===== config.mk =====
export PLATFORM = sky130hd
export DESIGN_NAME = wb_dcache_flush_ctrl
export DESIGN_NICKNAME = d
export VERILOG_FILES = /design/src/rtl/wb_dcache_flush_ctrl.sv
export SDC_FILE = /design/constraint.sdc
export NUM_CORES = 1
export LEC_CHECK = 0
export BUFFER_PORTS_ARGS = -buffer_cell sky130_fd_sc_hd__buf_2
export CAP_MARGIN = 20
export CORE_ASPECT_RATIO = 0.5
export CORE_MARGIN = 3
export CORE_UTILIZATION = 44
export DETAILED_ROUTE_END_ITERATION = 10
export MAX_ROUTING_LAYER = met4
export PLACE_DENSITY = 0.68
export SYNTH_ARGS = -nofsm -noshare
export SYNTH_HDL_FRONTEND = slang
export SYNTH_SLANG_ARGS = --single-unit

===== constraint.sdc =====
create_clock -name clk_i -period 4.5 [get_ports clk_i]
set_clock_uncertainty 0.1 [all_clocks]
set_input_delay 1.125 -clock clk_i [delete_from_list [all_inputs] [get_ports clk_i]]
set_output_delay 1.125 -clock clk_i [all_outputs]
set_load 0.01 [all_outputs]

===== src/rtl/wb_dcache_flush_ctrl.sv =====
// wb_dcache_flush_ctrl
// Walks every set of the write-back dcache on a flush request. For each set it
// reads the tag state, writes back every valid+dirty way one at a time, then
// rewrites the set's state bits with dirty cleared. A one-cycle ack ends the flush.
//
// Build option: WB_FLUSH_INVALIDATE_EN
//   defined   -> every line is also invalidated (clr_valid_o = 0)
//   undefined -> lines stay resident (clr_valid_o = valid mask read in WAIT)
//
// Ports
//   clk_i, rst_i          clock, synchronous active-high reset
//   flush_req_i           flush request level, sampled only in IDLE
//   flush_ack_o           one-cycle pulse when the flush completes
//   busy_o                high whenever the sequencer is not idle
//   tag_req_o/tag_gnt_i   tag-array read of set_o; tag_valid_i/tag_dirty_i next cycle
//   set_o                 current set for tag read, writeback and clear
//   wb_req_o/wb_gnt_i     writeback of line (set_o, wb_way_o); wb_done_i on completion
//   clr_req_o/clr_gnt_i   set-state write; valid = clr_valid_o, dirty = 0
//   wb_count_o            lines written back in the current/most recent flush
module wb_dcache_flush_ctrl #(
  parameter int unsigned NumSets = 256,
  parameter int unsigned NumWays = 8,
  parameter int unsigned SetW    = $clog2(NumSets),
  parameter int unsigned WayW    = $clog2(NumWays),
  parameter int unsigned CntW    = 12
) (
  input  logic               clk_i,
  input  logic               rst_i,
  input  logic               flush_req_i,
  output logic               flush_ack_o,
  output logic               busy_o,
  output logic               tag_req_o,
  input  logic               tag_gnt_i,
  input  logic [NumWays-1:0] tag_valid_i,
  input  logic [NumWays-1:0] tag_dirty_i,
  output logic [SetW-1:0]    set_o,
  output logic               wb_req_o,
  output logic [WayW-1:0]    wb_way_o,
  input  logic               wb_gnt_i,
  input  logic               wb_done_i,
  output logic               clr_req_o,
  output logic [NumWays-1:0] clr_valid_o,
  input  logic               clr_gnt_i,
  output logic [CntW-1:0]    wb_count_o
);

  typedef enum logic [2:0] {
    IDLE    = 3'd0,
    READ    = 3'd1,
    WAIT    = 3'd2,
    SCAN    = 3'd3,
    WB      = 3'd4,
    WB_WAIT = 3'd5,
    CLEAR   = 3'd6,
    DONE    = 3'd7
  } state_t;

  state_t             state;
  logic [NumWays-1:0] pending;

  // Index of the lowest set bit; lowest way is written back first.
  function automatic logic [WayW-1:0] lowest_way(input logic [NumWays-1:0] mask);
    lowest_way = '0;
    for (int i = int'(NumWays) - 1; i >= 0; i--) begin
      if (mask[i]) lowest_way = WayW'(i);
    end
  endfunction

  // Sequencer; request/busy/ack outputs are set on entry to the state that owns them,
  // so no grant input reaches a request output combinationally.
  always_ff @(posedge clk_i) begin
    if (rst_i) begin
      state       <= IDLE;
      pending     <= '0;
      flush_ack_o <= 1'b0;
      busy_o      <= 1'b0;
      tag_req_o   <= 1'b0;
      wb_req_o    <= 1'b0;
      clr_req_o   <= 1'b0;
      set_o       <= '0;
      wb_way_o    <= '0;
      clr_valid_o <= '0;
      wb_count_o  <= '0;
    end else begin
      flush_ack_o <= 1'b0;
      case (state)
        IDLE: begin
          if (flush_req_i) begin
            set_o      <= '0;
            wb_count_o <= '0;
            busy_o     <= 1'b1;
            tag_req_o  <= 1'b1;
            state      <= READ;
          end
        end

        READ: begin
          if (tag_gnt_i) begin
            tag_req_o <= 1'b0;
            state     <= WAIT;
          end
        end

        // Tag data is valid the cycle after the grant.
        WAIT: begin
          pending <= tag_valid_i & tag_dirty_i;
`ifdef WB_FLUSH_INVALIDATE_EN
          clr_valid_o <= '0;
`else
          clr_valid_o <= tag_valid_i;
`endif
          state <= SCAN;
        end

        SCAN: begin
          if (pending != '0) begin
            wb_way_o <= lowest_way(pending);
            wb_req_o <= 1'b1;
            state    <= WB;
          end else begin
            clr_req_o <= 1'b1;
            state     <= CLEAR;
          end
        end

        WB: begin
          if (wb_gnt_i) begin
            wb_req_o <= 1'b0;
            state    <= WB_WAIT;
          end
        end

        // Only one writeback is ever in flight; done is honoured only here.
        WB_WAIT: begin
          if (wb_done_i) begin
            pending[wb_way_o] <= 1'b0;
            if (wb_count_o != {CntW{1'b1}}) begin
              wb_count_o <= wb_count_o + CntW'(1);
            end
            state <= SCAN;
          end
        end

        CLEAR: begin
          if (clr_gnt_i) begin
            clr_req_o <= 1'b0;
            if (set_o == SetW'(NumSets - 1)) begin
              flush_ack_o <= 1'b1;
              state       <= DONE;
            end else begin
              set_o     <= set_o + SetW'(1);
              tag_req_o <= 1'b1;
              state     <= READ;
            end
          end
        end

        DONE: begin
          busy_o <= 1'b0;
          state  <= IDLE;
        end

        default: begin
          busy_o    <= 1'b0;
          tag_req_o <= 1'b0;
          wb_req_o  <= 1'b0;
          clr_req_o <= 1'b0;
          state     <= IDLE;
        end
      endcase
    end
  end

endmodule


==> run summary <==
=================================================================================================
Result of the run                                                                    complete, no violations
Element type at the critical path start                                              primary input
Placeable core region                                                                 0.00470 mm2
Number of enable flip-flop cells after synthesis                                                0
Clock root buffer                                                                        clkbuf_8
Required arrival time at the worst endpoint                                               4.63 ns
Maximum frequency from static timing analysis                                             378 MHz
RSZ-0062 raised after global routing                                                        false
Placement Cell Area                                                                   0.00259 mm2
Number of iterations in the first detailed-routing pass                                         4
Detail Placement HPWL                                                                     3.91 mm
Buffers on Ports                                                                               58
Gr usage total                                                                              0.188
Total setup violations reported at the end of the flow                                          0
Reported leakage power                                                                    1.07 nW
Number of antenna repair diodes                                                                 0
Maximum fanout encountered on the critical timing path                                         41
Level count of the clock H-tree                                                                 2
CTS Hold Buffers Added                                                                          0
Clock slew at reported path FFs                                                           0.09 ns
Count of clock tree sinks                                                                      47
Top Ports                                                                                      59
Post-route non-filler standard cell count                                                     416
Predominant post-synthesis flop cell                                                      dfxtp_1
Residual antenna-violating net count after detailed routing                                     0
Layout cell share with drive strength beyond 1                                              0.206
Transition time at the pin with the least slew margin                                    0.926 ns
Routed via count                                                                             2291
Number of distinct library cell variants in the gate-level netlist after synthesis             41
CTS Buf Count                                                                                   5
Area growth from synthesis to layout                                                        17.4%
Area of all placed cells without fillers                                              0.00269 mm2
Post-detailed-route DRC marker count                                                            0
Asr flop ratio synth                                                                            0
Class of the worst hold path                                                         register to register
Number of global-route vias before repair                                                    2067
Cells after synthesis                                                                         301
Pwr dens                                                                               291 mW/mm2
Netlist Area Pre-Place                                                                0.00229 mm2
Die height                                                                                57.0 um
Number of warnings issued by yosys                                                              0
Clock latency reported for the late side of the worst-skew pair                           0.29 ns
Maximum number of pins on one net before global-route repair                                   42
Top cell type's share of synthesized area                                                   0.410
Number of violations of the max-capacitance limit                                               0
Class of the most critical setup path                                                primary input to register
Average size of a mapped cell                                                            7.62 um2
Post-layout nets                                                                              374
Count of state elements after synthesis                                                        47
Std cell rows                                                                                  17
Setup_tns                                                                                    0 ns
Count of placed standard cells including taps                                                 407
Initial DRC count                                                                             135
Placer Congestion                                                                           0.852
Sort of element at the end of the critical path                                          register
Routed via count divided by cell count                                                       5.51
Tightest slew margin relative to the limit                                                  0.379
Bufs on Longest Clock Path                                                                      2
Highest-count cells in the layout ignoring fill and taps                             59 x buf_2, 47 x dfxtp_1, 38 x nand2_1, 37 x o21ai_0, 34 x a21oi_1
Synth Net Count                                                                               326
Global-route wire length before repair                                                    9.32 mm
Switching share of total power                                                              0.243
Post-cts sizing count                                                                           0
Power share of the sequential group                                                         0.557
Final worst-path cycle share                                                                0.588
Most common library cell in the layout ignoring fill and taps                               buf_2
Minimum clock period after layout                                                         2.64 ns
Combinational fraction of design power                                                      0.088
Switch Pwr                                                                             0.000191 W
Total Die Area                                                                        0.00616 mm2
Total length of routed wires                                                              5.47 mm
Number of hold violations in the final report                                                   0
Post-CTS Setup Bufs                                                                             0
Design internal power                                                                  0.000593 W
Final count of pins violating max slew                                                          0
Total gr overflow                                                                               0
Initial antenna violation count                                                                 0
Dominant cell type by area after synthesis                                                dfxtp_1
Worst slack on hold paths                                                                0.356 ns
Starting density of the core                                                                0.488
CP arrival                                                                                2.77 ns
Routed wire length per instance                                                           13.1 um
Proportion of synthesized chip area in sequential cells                                     0.410
Worst IR Drop VDD                                                                          136 uV
Clock network power share                                                                   0.355
Top cells by area, synth                                                             dfxtp_1 41%, o21ai_0 8.1%, a21oi_1 7.4%
X dimension of the die                                                                     108 um
CTS tree                                                                                      yes
=================================================================================================
==> flip-flops by register name (all words and copies together) (netlist names) <==
name / count
wb_count_o: 12
clr_valid_o: 8
pending: 8
set_o: 8
state: 3
wb_way_o: 3
busy_o: 1
clr_req_o: 1
flush_ack_o: 1
tag_req_o: 1
wb_req_o: 1
==> Yosys cell counts, drive strengths merged, types with 3 or more instances <==
| library cell | count |
|---|---|
| dfxtp | 47 |
| nand2 | 38 |
| o21ai | 38 |
| a21oi | 34 |
| nor2 | 33 |
| nand3 | 12 |
| clkbuf | 11 |
| nor3 | 8 |
| buf | 7 |
| inv | 7 |
| a31oi | 6 |
| and3 | 6 |
| a211oi | 5 |
| a32oi | 4 |
| o31ai | 4 |
| or4 | 4 |
| a311oi | 3 |
| and3b | 3 |
| nand2b | 3 |
| nand4 | 3 |
==> worst paths after layout <==
kind / startpoint / end / slack [ns] / cells past startpoint
min: clr_valid_o[1]$_SDFFE_PP0N_ / clr_valid_o[1]$_SDFFE_PP0N_ / 0.36 / 2
min reg2reg: clr_valid_o[1]$_SDFFE_PP0N_ / clr_valid_o[1]$_SDFFE_PP0N_ / 0.36 / 2
max: rst_i / wb_count_o[8]$_SDFFE_PP0P_ / 1.86 / 5
max reg2reg: state[0]$_SDFFE_PP0P_ / wb_count_o[8]$_SDFFE_PP0P_ / 1.95 / 5
==> logic make-up after synthesis <==
family,share of synthesized area
adder cells (fa/ha/maj),0.0109
buffers and inverters,0.0459
flip-flops,0.410
AND/OR/NAND/NOR,0.264
AO/OA/AOI/OAI,0.259
multiplexers,0.00982
==> metrics by stage <==
stage,utilization,power (W),setup WS (ns)
after floorplan,-,0.000490,1.94
after global placement,0.550,0.000514,1.60
after detailed placement,0.550,0.000514,1.55
after CTS,0.571,0.000792,1.79
after global routing,0.573,0.000825,1.63
final,0.573,0.000784,1.86
==> metal layers <==
layer	track usage	vias up	routed length [um]
met5	-	-	0
met4	0.0468	0	30
met3	0.0508	5	275
met2	0.292	52	2450
met1	0.246	1049	2710
li1	-	1185	-
==> critical path, cell delays in order <==
cell	delay [ns]
buf_2	0.32
or3_1	0.52
nor2b_1	0.47
nand4_1	0.15
o21ai_0	0.16
==> cell type report <==
type	instances	area, um2
inverter	7	26.3
tap	66	82.6
clock buffer	8	100
fill	465	2010
multi-input combinational	229	1250
sequential	47	941
timing repair buffer	59	295
==> power by group through the flow <==
stage / clock network (W) / logic, W / registers, W
6_report: 0.000278 / 0.0000689 / 0.000437
5_1_grt: 0.000308 / 0.0000786 / 0.000439
4_1_cts: 0.000287 / 0.0000687 / 0.000436
3_5_place_dp: 0 / 0.0000684 / 0.000446
3_3_place_gp: 0 / 0.0000680 / 0.000446
2_1_floorplan: 0 / 0.0000484 / 0.000441
(Power assumes the default switching activity.)
